## src/rtl/rice_core_csr_access_pkg.sv

```systemverilog
// Shared definitions for the CSR access unit.
//   - priv_lvl_e  : privilege levels, encoded as in CSR address bits [9:8]
//   - csr_op_e    : funct3 encodings of the six CSR instructions
//   - csr_state_e : sequencing FSM states
//   - CSR address field positions and the read-only field value
package rice_core_csr_access_pkg;

  typedef enum logic [1:0] {
    PRIV_U    = 2'b00,
    PRIV_S    = 2'b01,
    PRIV_RSVD = 2'b10,
    PRIV_M    = 2'b11
  } priv_lvl_e;

  typedef enum logic [2:0] {
    CSR_OP_RW  = 3'b001,
    CSR_OP_RS  = 3'b010,
    CSR_OP_RC  = 3'b011,
    CSR_OP_RWI = 3'b101,
    CSR_OP_RSI = 3'b110,
    CSR_OP_RCI = 3'b111
  } csr_op_e;

  typedef enum logic [2:0] {
    ST_IDLE   = 3'd0,
    ST_RD_REQ = 3'd1,
    ST_RD_RSP = 3'd2,
    ST_WR_REQ = 3'd3,
    ST_WR_RSP = 3'd4,
    ST_DRAIN  = 3'd5,
    ST_DONE   = 3'd6
  } csr_state_e;

  // Address bits [11:10] == 2'b11 mark a read-only CSR.
  localparam logic [1:0] CSR_READ_ONLY_FIELD = 2'b11;
  localparam int unsigned CSR_RO_HI   = 11;
  localparam int unsigned CSR_RO_LO   = 10;
  // Address bits [9:8] hold the lowest privilege allowed to access the CSR.
  localparam int unsigned CSR_PRIV_HI = 9;
  localparam int unsigned CSR_PRIV_LO = 8;

  // RW and RWI share funct3[1:0] == 2'b01; these always write, and only
  // skip the read when rd is x0.
  function automatic logic csr_op_is_swap(input logic [2:0] funct3);
    return funct3[1:0] == 2'b01;
  endfunction

endpackage

```

## src/rtl/rice_core_csr_alu.sv

```systemverilog
// New CSR value computation for the CSR access unit (combinational).
//   op_i      : funct3 of the instruction
//   old_i     : CSR value read from the bus (zero when no read was done)
//   operand_i : rs1 value or zero-extended uimm
//   new_o     : value to write back
module rice_core_csr_alu
  import rice_core_csr_access_pkg::*;
#(
  parameter int XLEN = 32
) (
  input  logic [2:0]      op_i,
  input  logic [XLEN-1:0] old_i,
  input  logic [XLEN-1:0] operand_i,
  output logic [XLEN-1:0] new_o
);

  always_comb begin
    new_o = operand_i;
    case (csr_op_e'(op_i))
      CSR_OP_RS, CSR_OP_RSI: new_o = old_i | operand_i;
      CSR_OP_RC, CSR_OP_RCI: new_o = old_i & ~operand_i;
      default:               new_o = operand_i;
    endcase
  end

endmodule

```

## src/rtl/rice_core_csr_access.sv

```systemverilog
// Execute-side CSR instruction unit. Each accepted instruction becomes an
// optional read request followed by an optional non-posted write request on
// the 12-bit CSR bus; the old CSR value is returned for rd.
//   i_valid/o_ready          : instruction handshake (ready only in IDLE)
//   i_funct3..i_privilege_level : instruction fields, sampled at accept
//   i_flush                  : abort the instruction in flight
//   o_csr_request_* / i_csr_request_ready : bus request channel
//   i_csr_response_*         : bus response channel (always accepted)
//   o_done + o_illegal_instruction/o_rd_write/o_rd_value : completion
module rice_core_csr_access
  import rice_core_csr_access_pkg::*;
#(
  parameter int XLEN = 32
) (
  input  logic            i_clk,
  input  logic            i_rst_n,
  input  logic            i_valid,
  output logic            o_ready,
  input  logic [2:0]      i_funct3,
  input  logic [11:0]     i_address,
  input  logic [XLEN-1:0] i_operand,
  input  logic            i_rs1_zero,
  input  logic            i_rd_zero,
  input  logic [1:0]      i_privilege_level,
  input  logic            i_flush,
  output logic            o_csr_request_valid,
  input  logic            i_csr_request_ready,
  output logic            o_csr_write,
  output logic [11:0]     o_csr_address,
  output logic [XLEN-1:0] o_csr_write_data,
  input  logic            i_csr_response_valid,
  input  logic            i_csr_response_error,
  input  logic [XLEN-1:0] i_csr_read_data,
  output logic            o_done,
  output logic            o_illegal_instruction,
  output logic            o_rd_write,
  output logic [XLEN-1:0] o_rd_value
);

  csr_state_e      state_q, state_d;
  logic [2:0]      funct3_q, funct3_d;
  logic [11:0]     addr_q, addr_d;
  logic [XLEN-1:0] operand_q, operand_d;
  logic            rd_zero_q, rd_zero_d;
  logic            do_read_q, do_read_d;
  logic            do_write_q, do_write_d;
  logic            illegal_q, illegal_d;
  logic [XLEN-1:0] old_q, old_d;
  logic [XLEN-1:0] wdata_q, wdata_d;

  logic            acc_do_read, acc_do_write;
  logic            priv_violation, ro_violation;
  logic [2:0]      alu_op;
  logic [XLEN-1:0] alu_old, alu_operand, alu_new;
  logic            done_visible;

  assign acc_do_read  = !(csr_op_is_swap(i_funct3) && i_rd_zero);
  assign acc_do_write = !(!csr_op_is_swap(i_funct3) && i_rs1_zero);

  assign priv_violation = priv_lvl_e'(i_address[CSR_PRIV_HI:CSR_PRIV_LO])
                          > priv_lvl_e'(i_privilege_level);
  assign ro_violation   = acc_do_write
                          && (i_address[CSR_RO_HI:CSR_RO_LO] == CSR_READ_ONLY_FIELD);

  // The ALU result is only consumed on the way into WR_REQ: from IDLE
  // (write-only, old value is zero) or from RD_RSP (old value is on the bus).
  assign alu_op      = (state_q == ST_IDLE) ? i_funct3  : funct3_q;
  assign alu_operand = (state_q == ST_IDLE) ? i_operand : operand_q;
  assign alu_old     = (state_q == ST_RD_RSP) ? i_csr_read_data : '0;

  rice_core_csr_alu #(.XLEN(XLEN)) u_alu (
    .op_i      (alu_op),
    .old_i     (alu_old),
    .operand_i (alu_operand),
    .new_o     (alu_new)
  );

  always_ff @(posedge i_clk) begin
    if (!i_rst_n) begin
      state_q    <= ST_IDLE;
      funct3_q   <= '0;
      addr_q     <= '0;
      operand_q  <= '0;
      rd_zero_q  <= 1'b0;
      do_read_q  <= 1'b0;
      do_write_q <= 1'b0;
      illegal_q  <= 1'b0;
      old_q      <= '0;
      wdata_q    <= '0;
    end else begin
      state_q    <= state_d;
      funct3_q   <= funct3_d;
      addr_q     <= addr_d;
      operand_q  <= operand_d;
      rd_zero_q  <= rd_zero_d;
      do_read_q  <= do_read_d;
      do_write_q <= do_write_d;
      illegal_q  <= illegal_d;
      old_q      <= old_d;
      wdata_q    <= wdata_d;
    end
  end

  always_comb begin
    state_d    = state_q;
    funct3_d   = funct3_q;
    addr_d     = addr_q;
    operand_d  = operand_q;
    rd_zero_d  = rd_zero_q;
    do_read_d  = do_read_q;
    do_write_d = do_write_q;
    illegal_d  = illegal_q;
    old_d      = old_q;
    wdata_d    = wdata_q;

    case (state_q)
      ST_IDLE: begin
        if (i_valid) begin
          funct3_d   = i_funct3;
          addr_d     = i_address;
          operand_d  = i_operand;
          rd_zero_d  = i_rd_zero;
          do_read_d  = acc_do_read;
          do_write_d = acc_do_write;
          illegal_d  = 1'b0;
          old_d      = '0;
          if (priv_violation || ro_violation) begin
            illegal_d = 1'b1;
            state_d   = ST_DONE;
          end else if (acc_do_read) begin
            state_d = ST_RD_REQ;
          end else begin
            wdata_d = alu_new;
            state_d = ST_WR_REQ;
          end
        end
      end
      ST_RD_REQ: begin
        // A flush on the handshake cycle still leaves a response to absorb.
        if (i_csr_request_ready) state_d = i_flush ? ST_DRAIN : ST_RD_RSP;
        else if (i_flush)        state_d = ST_IDLE;
      end
      ST_RD_RSP: begin
        if (i_csr_response_valid) begin
          if (i_flush) begin
            state_d = ST_IDLE;
          end else begin
            old_d = i_csr_read_data;
            if (i_csr_response_error) begin
              illegal_d = 1'b1;
              state_d   = ST_DONE;
            end else if (do_write_q) begin
              wdata_d = alu_new;
              state_d = ST_WR_REQ;
            end else begin
              state_d = ST_DONE;
            end
          end
        end else if (i_flush) begin
          state_d = ST_DRAIN;
        end
      end
      ST_WR_REQ: begin
        if (i_csr_request_ready) state_d = i_flush ? ST_DRAIN : ST_WR_RSP;
        else if (i_flush)        state_d = ST_IDLE;
      end
      ST_WR_RSP: begin
        if (i_csr_response_valid) begin
          if (i_flush) begin
            state_d = ST_IDLE;
          end else begin
            illegal_d = i_csr_response_error;
            state_d   = ST_DONE;
          end
        end else if (i_flush) begin
          state_d = ST_DRAIN;
        end
      end
      ST_DRAIN: begin
        if (i_csr_response_valid) state_d = ST_IDLE;
      end
      ST_DONE: begin
        state_d = ST_IDLE;
      end
      default: begin
        state_d = ST_IDLE;
      end
    endcase
  end

  assign o_ready             = (state_q == ST_IDLE);
  assign o_csr_request_valid = (state_q == ST_RD_REQ) || (state_q == ST_WR_REQ);
  assign o_csr_write         = (state_q == ST_WR_REQ);
  assign o_csr_address       = addr_q;
  assign o_csr_write_data    = wdata_q;

  // A flush landing on the DONE cycle cancels the completion.
  assign done_visible          = (state_q == ST_DONE) && !i_flush;
  assign o_done                = done_visible;
  assign o_illegal_instruction = done_visible && illegal_q;
  assign o_rd_write            = done_visible && !illegal_q && do_read_q && !rd_zero_q;
  assign o_rd_value            = old_q;

endmodule
```

## config.mk

```make
export PLATFORM = sky130hd
export DESIGN_NAME = rice_core_csr_access
export DESIGN_NICKNAME = d
export VERILOG_FILES = /design/src/rtl/rice_core_csr_access_pkg.sv /design/src/rtl/rice_core_csr_alu.sv /design/src/rtl/rice_core_csr_access.sv
export SDC_FILE = /design/constraint.sdc
export NUM_CORES = 1
export LEC_CHECK = 0
export ABC_AREA = 1
export CORE_MARGIN = 2
export CORE_UTILIZATION = 48
export CTS_BUF_LIST = sky130_fd_sc_hd__clkbuf_4 sky130_fd_sc_hd__clkbuf_8 sky130_fd_sc_hd__clkbuf_16
export DETAILED_ROUTE_END_ITERATION = 12
export GPL_TIMING_DRIVEN = 0
export PLACE_DENSITY = 0.8
export SLEW_MARGIN = 20
export SYNTH_ARGS = -nofsm -noshare
export SYNTH_HDL_FRONTEND = slang
export SYNTH_SLANG_ARGS = --single-unit
```

## constraint.sdc

```tcl
create_clock -name i_clk -period 2.4 [get_ports i_clk]
set_clock_uncertainty 0.05 [all_clocks]
set_input_delay 0.48 -clock i_clk [delete_from_list [all_inputs] [get_ports i_clk]]
set_output_delay 0.48 -clock i_clk [all_outputs]
set_load 0.1 [all_outputs]
```

Word-level counts from Yosys, hierarchy flattened. Index checks and enable logic that the tools add are counted. W data, S select, Z words.

Register bits after elaboration: 118. Logic and storage cells: 104. Output and inout port bits: 82. Input bits: 90.

Equal/unequal tests: 23. Reductions and logical operators: 26. Magnitude comparators: 1. Bitwise gates (word level): 3. Multiplexer cells: 41.

Operators with widths (count): $mux W32 (12); $pmux W32 S2 (3); $mux W3 (15); $and A32 B32 Y32 (1); $not A32 Y32 (1); $or A32 B32 Y32 (1); $ne A2 B2 Y1 const B (10); $pmux W3 S6 (1); $eq A3 B3 Y1 const B (5); $eq A3 B2 Y1 const B (4); $logic_and A1 B1 Y1 (8); $mux W1 (8); $reduce_and A8 Y1 (1); $reduce_and A7 Y1 (1); $logic_not A1 Y1 (6); $reduce_and A2 Y1 (2); $reduce_and A4 Y1 (1); $reduce_or A2 Y1 (2); $eq A3 B1 Y1 const B (1); $logic_not A3 Y1 (1); $pmux W1 S3 (1); $reduce_bool A3 Y1 (1); $eq A2 B1 Y1 const B (1); $eq A2 B2 Y1 const B (1); other kinds (5) (6).

Depth between registers and ports, before layout.
Depth after elaboration: 10. Gate-level depth with buffers: 14. Gate-level depth less buffers: 13.

Cells and area by module. A second synthesis with hierarchy kept.

Cell total of the unflattened synthesis: 1023. Area, all modules: 6347.3 µm².

Modules (own cells, without submodules): rice_core_csr_access (instances 1, area an instance 5710.5 µm², cells each 887); rice_core_csr_alu (instances 1, area an instance 636.9 µm², cells each 136).

Worst setup path after synthesis. No wires, ideal clock.

Kind: input port to output port. From: input i_flush. To: output o_rd_write. Stages: 6. Setup slack: -3.273 ns. Required time: 1.870 ns. Path buffers: 1. Data arrival time: 5.143 ns. Cell sequence: clkbuf_1 -> inv_1 -> nand2_1 -> nor2_1 -> inv_1 -> nor4_1.

Longest elaborated chain between the ends: 5.

RTL lines: start: declaration (line rice_core_csr_access.sv:25) `input logic i_flush,`; $logic_not A1 Y1 (line rice_core_csr_access.sv:198) `assign done_visible = (state_q == ST_DONE) && !i_flush;`; $logic_and A1 B1 Y1 (line rice_core_csr_access.sv:198); via o_done (line rice_core_csr_access.sv:34) `output logic o_done,`; $logic_and A1 B1 Y1 (3 in series) (line rice_core_csr_access.sv:201) `assign o_rd_write = done_visible && !illegal_q && do_read_q && !rd_zero_q;`; end: declaration (line rice_core_csr_access.sv:36) `output logic o_rd_write,`.

The timed path passes the listed nets, and every way through them passes these cells.

Worst setup path in the final report.
From: register state_q[1]. To: output o_csr_write.

Longest elaborated chain between the ends: 1.

RTL lines: start: declaration (line rice_core_csr_access.sv:40) `csr_state_e state_q, state_d;`; start signal: assignment (line rice_core_csr_access.sv:91) `state_q <= state_d;`; $eq A3 B2 Y1 (line rice_core_csr_access.sv:193) `assign o_csr_write = (state_q == ST_WR_REQ);`; end: declaration (line rice_core_csr_access.sv:28) `output logic o_csr_write,`.

No other way between the ends.

==> results.md <==
* Status: complete, no violations
* Synth Area in Adders at 0.423%
* DR WL met3 at 1530 µm
* Num Clock Sinks at 117
* Final hold vios at 0
* Ant. Diodes at 0
* Post-synthesis xor/xnor area fraction at 0%
* Largest net degree at the start of global routing at 17
* Row count at 40
* Synth warn at 0
* Routed vias at 6551
* Total Nets Final at 1242
* Die Y at 115 µm
* Total GRT Usage at 29.0%
* Post-DP HPWL at 13600 µm
* R2r worst-path depth at 10
* Initial Utilization at 49.3%
* Least-Margin Pin Slew at 1.04 ns
* Final Cycle Share at 96.3%
* Total grt overflow at 0
* Met2 wire len at 8440 µm
* Synth cell types at 25
* Drt initial violations at 605
* Area Growth Syn to Fin at 40.5%
* Critical path type: register to primary output
* Vias in the first global route at 6058
* Average wire per standard cell at 14.1 µm
* Most common cell after layout, fill and taps aside: nand2_1
* Root buf cell: clkbuf_16
* Routability cong. at 0.911
* Simple logic cell fraction of the synthesized area at 33.5%
* DRC viols at 0
* Max Cap Viol at 0
* WL met1 at 8020 µm
* Critical Path AT at 1.78 ns
* Max FO, Critical Path at 7
* Hold Crit Class: register to register
* CTS Hold Buffers Added at 0
* Worst Setup End Kind: primary output
* # setup viols final at 0
* FF+latch count, synth at 117
* Antenna violations before repair at 0
* CP Launch Type: register
* Syn_area_per_cell at 6.14 µm²
* Top layer in use: met4
* DRT antenna net count at 0
* Fmax at 433 MHz
* Share of post-route cells with drive strength above 1 at 6.71%
* Largest family of logic cells by synthesized area: simple AND/OR/NAND/NOR gates
* Syn_nets at 1055
* First drt pass iteration count at 5
* Die area at 13200 µm²
* Core ar. at 12000 µm²
* First-pass GRT wire length at 29800 µm
* Mapped Cells at 963
* Routed WL at 18500 µm
* Worst-Skew Late Latency at 0.41 ns
* Worst-path clk slew at 0.05 ns
* Seq/Total Area, Yosys at 39.6%
* CTS H-tree depth at 4
* Hold_ws at 0.404 ns
* Final Max Slew Viols at 0
* Port bufs at 167
* Post-DR vias/cell at 5.00
* Synthesized area at 5920 µm²
* CP Launch Point: state_q[1]
* Tmin final at 2.31 ns
* Mux share of post-synthesis cell area at 0%
* Req. time, crit path at 1.87 ns
* Slew HR at 31.2%
* Worst R2R Start: state_q[2]
* Die width at 115 µm
* RSZ-0062 raised after global routing: no
* Min-Delay Path Depth at 2
* Leading cell types in the layout, fill and taps excluded: nand2_1, nor2_1, inv_1
* Complex-gate fraction of the synthesized area at 12.4%
* TritonCTS Buffers at 17
* Min-Delay Startpoint: operand_q[7]
* CTS tree: yes
* Bufs on Longest Clock Path at 2
* I/O pin count at 172
==> final timing paths <==
| path | to | slack [ns] |
|---|---|---|
| setup / recovery | o_csr_write | 0.09 |
| hold / removal | operand_q[7] | 0.40 |
| setup reg to reg | o_csr_write_data[16] | 0.18 |
| hold reg to reg | operand_q[7] | 0.40 |
==> state kept, by name, summed over array words and instances, names as in the netlist <==
| name | count |
|---|---|
| do_read_q | 1 |
| do_write_q | 1 |
| operand_q | 32 |
| illegal_q | 1 |
| funct3_q | 2 |
| o_csr_address | 12 |
| rd_zero_q | 1 |
| o_csr_write_data | 32 |
| o_rd_value | 32 |
| state_q | 3 |
==> what timing repair did <==
item / CTS / global route
resized for setup: 105 / 6
hold endpoints to repair: 0 / 0
setup endpoints to repair: 79 / 7
buffers inserted: 0 / 1
gates cloned: 0 / 0
==> cell families (layout without fill, tap and decap cells) <==
logic type	count (synthesis)	count (layout)
buffers and inverters	209	408
DFF	117	117
AOI/OAI and AO/OA	135	135
adders and majority gates	2	2
and+or+nand+nor	500	500
==> per-stage QoR <==
step	cells	util (%)	setup WS (ns)	area, µm²	TNS (ns)
4_1_cts	1308	69.0	0.000132	8290	0
3_5_place_dp	1277	65.2	-0.691	7830	-3.93
6_report	1309	69.2	0.0896	8310	0
3_3_place_gp	1277	65.2	-0.684	7830	-2.90
5_1_grt	1309	69.2	0.00372	8310	0
2_1_floorplan	963	-	-0.599	5980	-1.16
==> per-layer routing <==
metal	track usage, %	vias to the layer above
met5	0	-
met4	11.8	0
met3	9.12	39
met2	45.6	273
met1	37.0	2918
li1	-	3321
==> synthesized netlist by cell type <==
cell / count / share of area (%)
nand2_1: 241 / 15
nor2_1: 188 / 12
inv_1: 152 / 9.6
dfxtp_1: 117 / 40
o21ai_0: 74 / 6.3
nand3_1: 60 / 5.1
a21oi_1: 39 / 3.3
clkbuf_1: 28 / 1.8
a211oi_1: 20 / 2.5
buf_2: 19 / 1.6
nor3_1: 4 / 0.34
buf_1: 3 / 0.19
buf_6: 3 / 0.57
inv_2: 3 / 0.19
ha_1: 2 / 0.42
a21boi_0: 1 / 0.13
clkbuf_2: 1 / 0.085
nand2_2: 1 / 0.11
nand3_2: 1 / 0.17
nand3b_1: 1 / 0.13
nand4_1: 1 / 0.11
nor2_2: 1 / 0.11
nor2_4: 1 / 0.19
nor4_1: 1 / 0.11
o21ai_2: 1 / 0.15
==> layout make-up <==
cell class,instances,area [µm²]
plain buffers,54,277
inverters,155,589
flip-flops and latches,117,2340
well taps,147,184
clock buffers,22,482
fillers,1127,3700
multi-input cells,637,2780
clock inverters,9,55.1
repair buffers,168,1600
==> worst max-delay path: stages (launching register included) <==
cell             delay, ns
dfxtp_1               0.31
buf_2                 0.21
nand2_1               0.07
nor2_1                0.19
clkdlybuf4s18_2       0.57
Power is left out: the tool's default activity adds up to more than one toggle a clock period on the data nets, which glitch-free logic cannot reach.
